==> config.mk <==
export PLATFORM = sky130hd
export DESIGN_NAME = data_mem_responder
export DESIGN_NICKNAME = d
export VERILOG_FILES = /design/src/rtl/mips_pkg.sv /design/src/rtl/mem_array.sv /design/src/rtl/data_mem_responder.sv
export SDC_FILE = /design/constraint.sdc
export NUM_CORES = 2
export LEC_CHECK = 0
export CAP_MARGIN = 5
export CORE_MARGIN = 4
export CORE_UTILIZATION = 35
export CTS_CLUSTER_DIAMETER = 40
export CTS_CLUSTER_SIZE = 20
export DETAILED_ROUTE_END_ITERATION = 10
export REMOVE_ABC_BUFFERS = 1
export SETUP_SLACK_MARGIN = 0.02
export SLEW_MARGIN = 20
export SYNTH_ARGS = -nofsm -noshare
export SYNTH_HDL_FRONTEND = slang
export SYNTH_HIERARCHICAL = 1
export SYNTH_SLANG_ARGS = --single-unit
export TNS_END_PERCENT = 10
==> constraint.sdc <==
create_clock -name clk -period 9.3 [get_ports clk]
set_input_delay 1.395 -clock clk [delete_from_list [all_inputs] [get_ports clk]]
set_output_delay 1.395 -clock clk [all_outputs]
set_load 0.03 [all_outputs]
==> src/rtl/mips_pkg.sv <==
// Shared types and constants for the MIPS data-memory responder.
package mips_pkg;

  localparam int unsigned DEF_ADDR_W = 7;
  localparam int unsigned DEF_DATA_W = 32;
  localparam int unsigned WR_CNT_W   = 16;

  typedef enum logic {
    CLEAR = 1'b0,
    READY = 1'b1
  } state_e;

  // Active-low strobe levels on the core data port
  localparam logic CEN_ON    = 1'b0;
  localparam logic WEN_WRITE = 1'b0;
  localparam logic WEN_READ  = 1'b1;
  localparam logic OEN_ON    = 1'b0;

endpackage

==> src/rtl/mem_array.sv <==
// Word array with one asynchronous read port and one synchronous write port.
module mem_array #(
  parameter int unsigned ADDR_W = 7,
  parameter int unsigned DATA_W = 32
) (
  input  logic              clk,
  input  logic              we,
  input  logic [ADDR_W-1:0] waddr,
  input  logic [DATA_W-1:0] wdata,
  input  logic [ADDR_W-1:0] raddr,
  output logic [DATA_W-1:0] rdata
);

  localparam int unsigned DEPTH = 32'd1 << ADDR_W;

  logic [DATA_W-1:0] mem [DEPTH];

  // Single write port; contents are not reset (the clear sequencer zeroes them)
  always_ff @(posedge clk) begin
    if (we) begin
      mem[waddr] <= wdata;
    end
  end

  assign rdata = mem[raddr];

endmodule

==> src/rtl/data_mem_responder.sv <==
// Data-memory responder for the single-cycle MIPS core: combinational reads,
// clocked writes, a preload handshake port and a post-reset clear sequencer.
import mips_pkg::*;

module data_mem_responder #(
  parameter int unsigned ADDR_W = DEF_ADDR_W,
  parameter int unsigned DATA_W = DEF_DATA_W
) (
  input  logic                clk,
  input  logic                rst,
  input  logic                CEN,
  input  logic                WEN,
  input  logic                OEN,
  input  logic [ADDR_W-1:0]   A,
  input  logic [DATA_W-1:0]   D,
  output logic [DATA_W-1:0]   Q,
  input  logic                ld_valid,
  output logic                ld_ready,
  input  logic [ADDR_W-1:0]   ld_addr,
  input  logic [DATA_W-1:0]   ld_data,
  output logic                init_done,
  output logic [WR_CNT_W-1:0] wr_count
);

  localparam int unsigned DEPTH = 32'd1 << ADDR_W;
  localparam logic [ADDR_W-1:0]   LAST_ADDR = ADDR_W'(DEPTH - 1);
  localparam logic [WR_CNT_W-1:0] CNT_MAX   = '1;

  state_e              state_q, state_d;
  logic [ADDR_W-1:0]   clr_ptr_q, clr_ptr_d;
  logic [WR_CNT_W-1:0] wr_count_q, wr_count_d;

  logic                core_wr;
  logic                core_rd;
  logic                mem_we;
  logic [ADDR_W-1:0]   mem_waddr;
  logic [DATA_W-1:0]   mem_wdata;
  logic [DATA_W-1:0]   mem_rdata;

  assign core_wr = (CEN == CEN_ON) && (WEN == WEN_WRITE);
  assign core_rd = (state_q == READY) && (CEN == CEN_ON) &&
                   (WEN == WEN_READ) && (OEN == OEN_ON);

  // State, clear pointer and write counter registers
  always_ff @(posedge clk) begin
    if (rst) begin
      state_q    <= CLEAR;
      clr_ptr_q  <= '0;
      wr_count_q <= '0;
    end else begin
      state_q    <= state_d;
      clr_ptr_q  <= clr_ptr_d;
      wr_count_q <= wr_count_d;
    end
  end

  // Next state and write-port mux: clear beats core, core beats preload
  always_comb begin
    state_d    = state_q;
    clr_ptr_d  = clr_ptr_q;
    wr_count_d = wr_count_q;
    mem_we     = 1'b0;
    mem_waddr  = A;
    mem_wdata  = D;
    ld_ready   = 1'b0;
    unique case (state_q)
      CLEAR: begin
        mem_we    = 1'b1;
        mem_waddr = clr_ptr_q;
        mem_wdata = '0;
        clr_ptr_d = clr_ptr_q + ADDR_W'(1);
        if (clr_ptr_q == LAST_ADDR) begin
          state_d = READY;
        end
      end
      READY: begin
        ld_ready = !core_wr;
        if (core_wr) begin
          mem_we = 1'b1;
          if (wr_count_q != CNT_MAX) begin
            wr_count_d = wr_count_q + WR_CNT_W'(1);
          end
        end else if (ld_valid) begin
          mem_we    = 1'b1;
          mem_waddr = ld_addr;
          mem_wdata = ld_data;
        end
      end
      default: state_d = CLEAR;
    endcase
    // Any write in flight on a reset edge is dropped
    if (rst) begin
      mem_we = 1'b0;
    end
  end

  mem_array #(
    .ADDR_W (ADDR_W),
    .DATA_W (DATA_W)
  ) u_mem (
    .clk   (clk),
    .we    (mem_we),
    .waddr (mem_waddr),
    .wdata (mem_wdata),
    .raddr (A),
    .rdata (mem_rdata)
  );

  assign Q         = core_rd ? mem_rdata : '0;
  assign init_done = (state_q == READY);
  assign wr_count  = wr_count_q;

endmodule

[Yosys cells after proc, flatten, opt, wreduce, memory -nomap -nowiden]
Memories as Yosys holds them, arrays and structs flattened.
Cells that the tools add are included.
Cells by class
  reduce and logical (&&, ||, !) cells: 6
  add/sub/neg operators: 2
  equality and inequality tests: 2
  bitwise operators: 4
  muxes and demuxes: 16
Operators by type and width (number)
  $mux W32: 3
  $pmux W32 S2: 1
  $add A16 B1 Y16 const B: 1
  $ne A16 B16 Y1 const B: 1
  $mux W7: 2
  $pmux W7 S2: 1
  $mux W1: 8
  $add A7 B1 Y7 const B: 1
  $eq A7 B7 Y1 const B: 1
  $logic_and A1 B1 Y1: 4
  $not A1 Y1: 4
  $reduce_and A3 Y1: 1
  $pmux W1 S2: 1
  $logic_not A1 Y1: 1
Word-level totals
  flip-flop bits (word level): 24
  logic and storage cells: 34
  output and inout bits: 50
  RAM bits: 4096
  input bits: 84
  memories kept: 1
Memory list
  u_mem.mem: depth 128, width 32, rd ports 1, clocked after Yosys merged registers in 0, write ports 1, line mem_array.sv:16  | logic [DATA_W-1:0] mem [DEPTH];

[Depth between registers and ports, before layout]
  depth after elaboration: 7
  gate-level depth with buffers: 11
  gate-level depth less buffers: 7

[By module]
The synthesis kept the hierarchy.
Modules (own cells, without submodules)
  mem_array: cells each 5958, times used 1, area each 155635.5 µm²
  data_mem_responder: cells each 313, times used 1, area each 2044.5 µm²

[Worst setup path before layout]
No wires, ideal clock.
  kind: input -> register
  start point: input WEN
  end point: memory u_mem.mem[0][28], data pin
  data arrival time: 7.462 ns
  slack: 0.597 ns
  setup time: 1.241 ns
  cell stages on the path: 5
  path buffers: 2
  cells stage by stage: o21ai_0 > clkbuf_1 > clkbuf_1 > nand2_1 > a21boi_0
Between the ends
  word-level cells in the longest chain between the ends: 4
Ends and longest elaborated chain
  from (decl): line data_mem_responder.sv:12  | input logic WEN,
  $not A1 Y1: line data_mem_responder.sv:40  | assign core_wr = (CEN == CEN_ON) && (WEN == WEN_WRITE);
  $logic_and A1 B1 Y1: line data_mem_responder.sv:40
  $mux W32: line data_mem_responder.sv:78  | if (core_wr) begin
  $pmux W32 S2: line data_mem_responder.sv:66  | unique case (state_q)
  net mem_wdata[28]: line data_mem_responder.sv:37  | logic [DATA_W-1:0] mem_wdata;
  to (decl): line mem_array.sv:16
The timed path passes the listed nets, and every way through them passes these cells.

[Worst setup path in the final report]
  start point: input A[0]
  end point: output Q[19]
Between the ends
  word-level cells in the longest chain between the ends: 2
Ends and longest elaborated chain
  from (decl): line data_mem_responder.sv:14  | input logic [ADDR_W-1:0] A,
  $mem_v2 Z128 W32
  net mem_rdata[19]: line data_mem_responder.sv:38  | logic [DATA_W-1:0] mem_rdata;
  $mux W32: line data_mem_responder.sv:109  | assign Q = core_rd ? mem_rdata : '0;
  to (decl): line data_mem_responder.sv:16  | output logic [DATA_W-1:0] Q,
The timed path passes the listed nets, and every way through them passes these cells.

==> flow_summary.json <==
{
  "fraction_of_power_consumed_by_the_clock_network": 0.461,
  "reg2regPathDepth": 6,
  "setup.worst_path.end_class": "output port",
  "asyncSetResetFlopFracSynth": 0,
  "launch_point_of_the_critical_path": "A[0]",
  "post_cts_resize_count": 0,
  "finish.net_count": 6887,
  "cts-root-to-sink-buffers": 4,
  "detail_route.wirelength_mm": 394,
  "synthCells": 6271,
  "critPathArrivalTime_ns": 5.48,
  "ys_seq_area_frac": 0.783,
  "fmax_mhz": 145,
  "placement_rows": 246,
  "fin_crit_ns": 6.87,
  "detailedRoute.firstIterationViolations": 8876,
  "cts_hold_buf": 0,
  "critPathCapture": "Q[19]",
  "worstReg2RegEnd": "u_mem/mem[29][6]",
  "drc": 0,
  "place.detailed.hpwl_mm": 223,
  "intPower_mw": 31.5,
  "max_capacitance_violation_count": 0,
  "average_detailed_routed_wire_length_per_instance_microns": 29.9,
  "clock_insertion_delay_worst_skew_ns": 0.93,
  "area_growth_syn_to_layout_pct": 17.3,
  "drt-vias-per-instance": 5.42,
  "setup_violations": 0,
  "placement.cell_area_sq_um": 169000,
  "fp.dieArea_sq_um": 461000,
  "track_usage": 0.169,
  "first_pass_iteration_count_of_the_detailed_router": 7,
  "cts_made_buffers": 452,
  "clock-sinks": 4120,
  "holdWs_ns": 0.513,
  "post-route-cell-area_sq_um": 185000,
  "cts_tree": "done",
  "rsz0062_at_grt": "false",
  "placed_cells_incl_taps": 12300,
  "timing.reg2reg.setup_slack_ns": 4.84,
  "worstPathMaxFanout": 72,
  "layout.cells.non_filler": 13200,
  "power.net_switching_mw": 8.59,
  "grt_pass1_vias": 73900,
  "finClkSkew_ns": 0.0477,
  "htreeDepth": 5,
  "finalWeightedCongestion": 0.783,
  "grt_first_pass_wirelength_mm": 560,
  "grt_max_degree": 129,
  "timing.critical_path.from_type": "input port",
  "pwr_cell_area_nw_per_um2": 217,
  "die_x_microns": 679,
  "yosys_register_bits": 4120,
  "r2r-start": "init_done",
  "count_of_flip_flops_with_a_built_in_enable_after_synthesis": 4096,
  "holdCritPathClass": "flop to flop",
  "port_buffer_count": 133,
  "initial_utilization": 0.351,
  "layout_worst_path_cycle_share": 0.739,
  "floorplan.die.height_microns": 679,
  "clk_root_buffer_cell": "sky130_fd_sc_hd__clkbuf_16",
  "power.switching_fraction": 0.214,
  "max-slew-margin-rel": 0.247,
  "dr_total_vias": 71500,
  "pins_over_slew_limit": 0,
  "grt.overflow.total": 0,
  "tns_ns": 0,
  "worst_ir_drop_vdd_mv": 0.149,
  "max_slew.worst_pin.slew_ns": 1.13,
  "synth.lib_cells_used.distinct": 48,
  "flip_flop_cell_with_the_highest_count_after_synthesis": "sky130_fd_sc_hd__edfxtp_1",
  "clk_pin_slew_ns": 0.06,
  "core-area_sq_um": 449000,
  "p_leak_nw": 60.8,
  "finalHoldViolCount": 0,
  "share_seq_of_total_power": 0.502,
  "p_comb_frac": 0.038,
  "synth_area_per_cell_sq_um": 25.1,
  "floorplan.io_pins": 134,
  "post-cts-setup-buffers": 0,
  "path_class": "input port to output port",
  "finish.utilization": 0.412,
  "grt_antenna_before_repair": 46,
  "yosysWarnings": 6,
  "timing.critical_path.required_ns": 7.91,
  "run_status": "complete, no violations",
  "syn-cell-area_sq_um": 158000,
  "drtAntennaViolNets": 0,
  "share_of_layout_cells_above_drive_strength_1": 0.370
}
worst min-delay path by stage:
stage | start | to | slack [ns] | depth (start not counted)
3_5_place_dp | clr_ptr_q[5] | clr_ptr_q[5] | 0.51 | 2
2_1_floorplan | clr_ptr_q[5] | clr_ptr_q[5] | 0.46 | 2
4_1_cts | clr_ptr_q[5] | clr_ptr_q[5] | 0.51 | 2
5_1_grt | clr_ptr_q[5] | clr_ptr_q[5] | 0.56 | 2
6_report | clr_ptr_q[5] | clr_ptr_q[5] | 0.51 | 2
3_3_place_gp | clr_ptr_q[5] | clr_ptr_q[5] | 0.48 | 2
power by group through the flow:
stage | clock [mW] | combinational [mW] | sequential [mW]
2_1_floorplan | 0 | 0.702 | 20.5
3_3_place_gp | 0 | 1.53 | 20.5
4_1_cts | 18.8 | 1.54 | 20.1
5_1_grt | 19.7 | 1.58 | 20.1
6_report | 18.5 | 1.51 | 20.1
3_5_place_dp | 0 | 1.53 | 20.5
area by class of cell:
class	instances	area (sq um)
tap	5952	7450
sequential	4120	123000
antenna	48	120
inverter	4	15.0
timing repair buffer	414	4070
multi-input combinational	1809	34200
clock inverter	353	4110
fill	38300	264000
clock buffer	488	11600
stage by stage:
| stage | power (mW) | setup slack [ns] |
|---|---|---|
| 2_1_floorplan | 21.2 | -0.687 |
| 3_3_place_gp | 22.1 | 2.22 |
| 3_5_place_dp | 22.1 | 2.26 |
| 4_1_cts | 40.5 | 2.32 |
| 5_1_grt | 41.4 | 2.21 |
| 6_report | 40.1 | 2.43 |
synth_stat cells (2+ instances only):
cell	instances	area [sq um]
sky130_fd_sc_hd__or4_1	3	22.5
sky130_fd_sc_hd__nand2_1	103	387
sky130_fd_sc_hd__a21oi_1	12	60.1
sky130_fd_sc_hd__mux4_2	1344	30300
sky130_fd_sc_hd__dfxtp_1	24	480
sky130_fd_sc_hd__and4_1	2	17.5
sky130_fd_sc_hd__clkbuf_1	202	758
sky130_fd_sc_hd__ha_1	2	25.0
sky130_fd_sc_hd__nand3_1	18	90.1
sky130_fd_sc_hd__or3_1	5	31.3
sky130_fd_sc_hd__buf_2	80	400
sky130_fd_sc_hd__a21boi_0	32	240
sky130_fd_sc_hd__mux2_2	32	360
sky130_fd_sc_hd__inv_1	4	15.0
sky130_fd_sc_hd__nand2b_1	2	12.5
sky130_fd_sc_hd__xor2_1	4	35.0
sky130_fd_sc_hd__buf_1	51	191
sky130_fd_sc_hd__and2_1	32	200
sky130_fd_sc_hd__o21ai_0	9	45.0
sky130_fd_sc_hd__nand4_1	7	43.8
sky130_fd_sc_hd__nor2b_1	9	56.3
sky130_fd_sc_hd__o41ai_1	3	26.3
sky130_fd_sc_hd__nor2_1	143	537
sky130_fd_sc_hd__buf_4	3	22.5
sky130_fd_sc_hd__mux2i_1	2	20.0
sky130_fd_sc_hd__a31oi_1	10	62.6
sky130_fd_sc_hd__nor4_1	3	18.8
sky130_fd_sc_hd__o31ai_1	3	22.5
sky130_fd_sc_hd__edfxtp_1	4096	123000
sky130_fd_sc_hd__nor3_1	12	60.1
sky130_fd_sc_hd__buf_6	2	22.5
placed cells by master (no fill, tap or decap), drive strengths merged, types with 2 or more instances in the layout:
master and count:
nand2 103, nor3 12, nor2b 9, a21oi 12
ha 2, nand3 18, or3 6, nor2 143
nand2b 2, nor4 3, o31ai 3, or4 3
buf 320, mux2i 2, a21boi 32, dfxtp 24
nand4 8, bufinv 52, clkdlybuf4s50 94, mux4 1344
inv 132, clkbuf 488, mux2 32, edfxtp 4096
xor2 4, and4 3, o311ai 2, a31oi 10
o21ai 9, clkinvlp 46, and2 32, o41ai 3
diode 48, clkinv 127
routing by layer:
metal | GRT usage | share of wire | vias to the layer above
li1 | - | - | 28600
met1 | 0.230 | 0.40 | 39300
met2 | 0.280 | 0.49 | 3037
met3 | 0.0281 | 0.078 | 543
met4 | 0.0499 | 0.030 | 4
met5 | 0 | 0.000058 | -
flip-flops by register name (all words and copies together) (netlist names):
name and flops:
u_mem/mem 4096, init_done 1, wr_count 16, clr_ptr_q 7
worst max-delay path: stages:
cell	delay [ns]
sky130_fd_sc_hd__buf_16	0.40
sky130_fd_sc_hd__buf_4	0.63
sky130_fd_sc_hd__buf_4	0.52
sky130_fd_sc_hd__mux4_2	0.57
sky130_fd_sc_hd__mux4_2	0.56
sky130_fd_sc_hd__mux4_2	0.47
sky130_fd_sc_hd__mux2_2	0.30
sky130_fd_sc_hd__and2_1	0.16
sky130_fd_sc_hd__buf_4	0.17
kinds of logic after synthesis:
group | share of synthesized area
adder cells (fa/ha/maj) | 0.000159
AO/OA/AOI/OAI | 0.00327
multiplexers | 0.194
buffers and inverters | 0.00894
AND/OR/NAND/NOR | 0.00988
flip-flops | 0.783
XOR/XNOR | 0.000278
No activity file was read; power rests on OpenSTA's default activity.
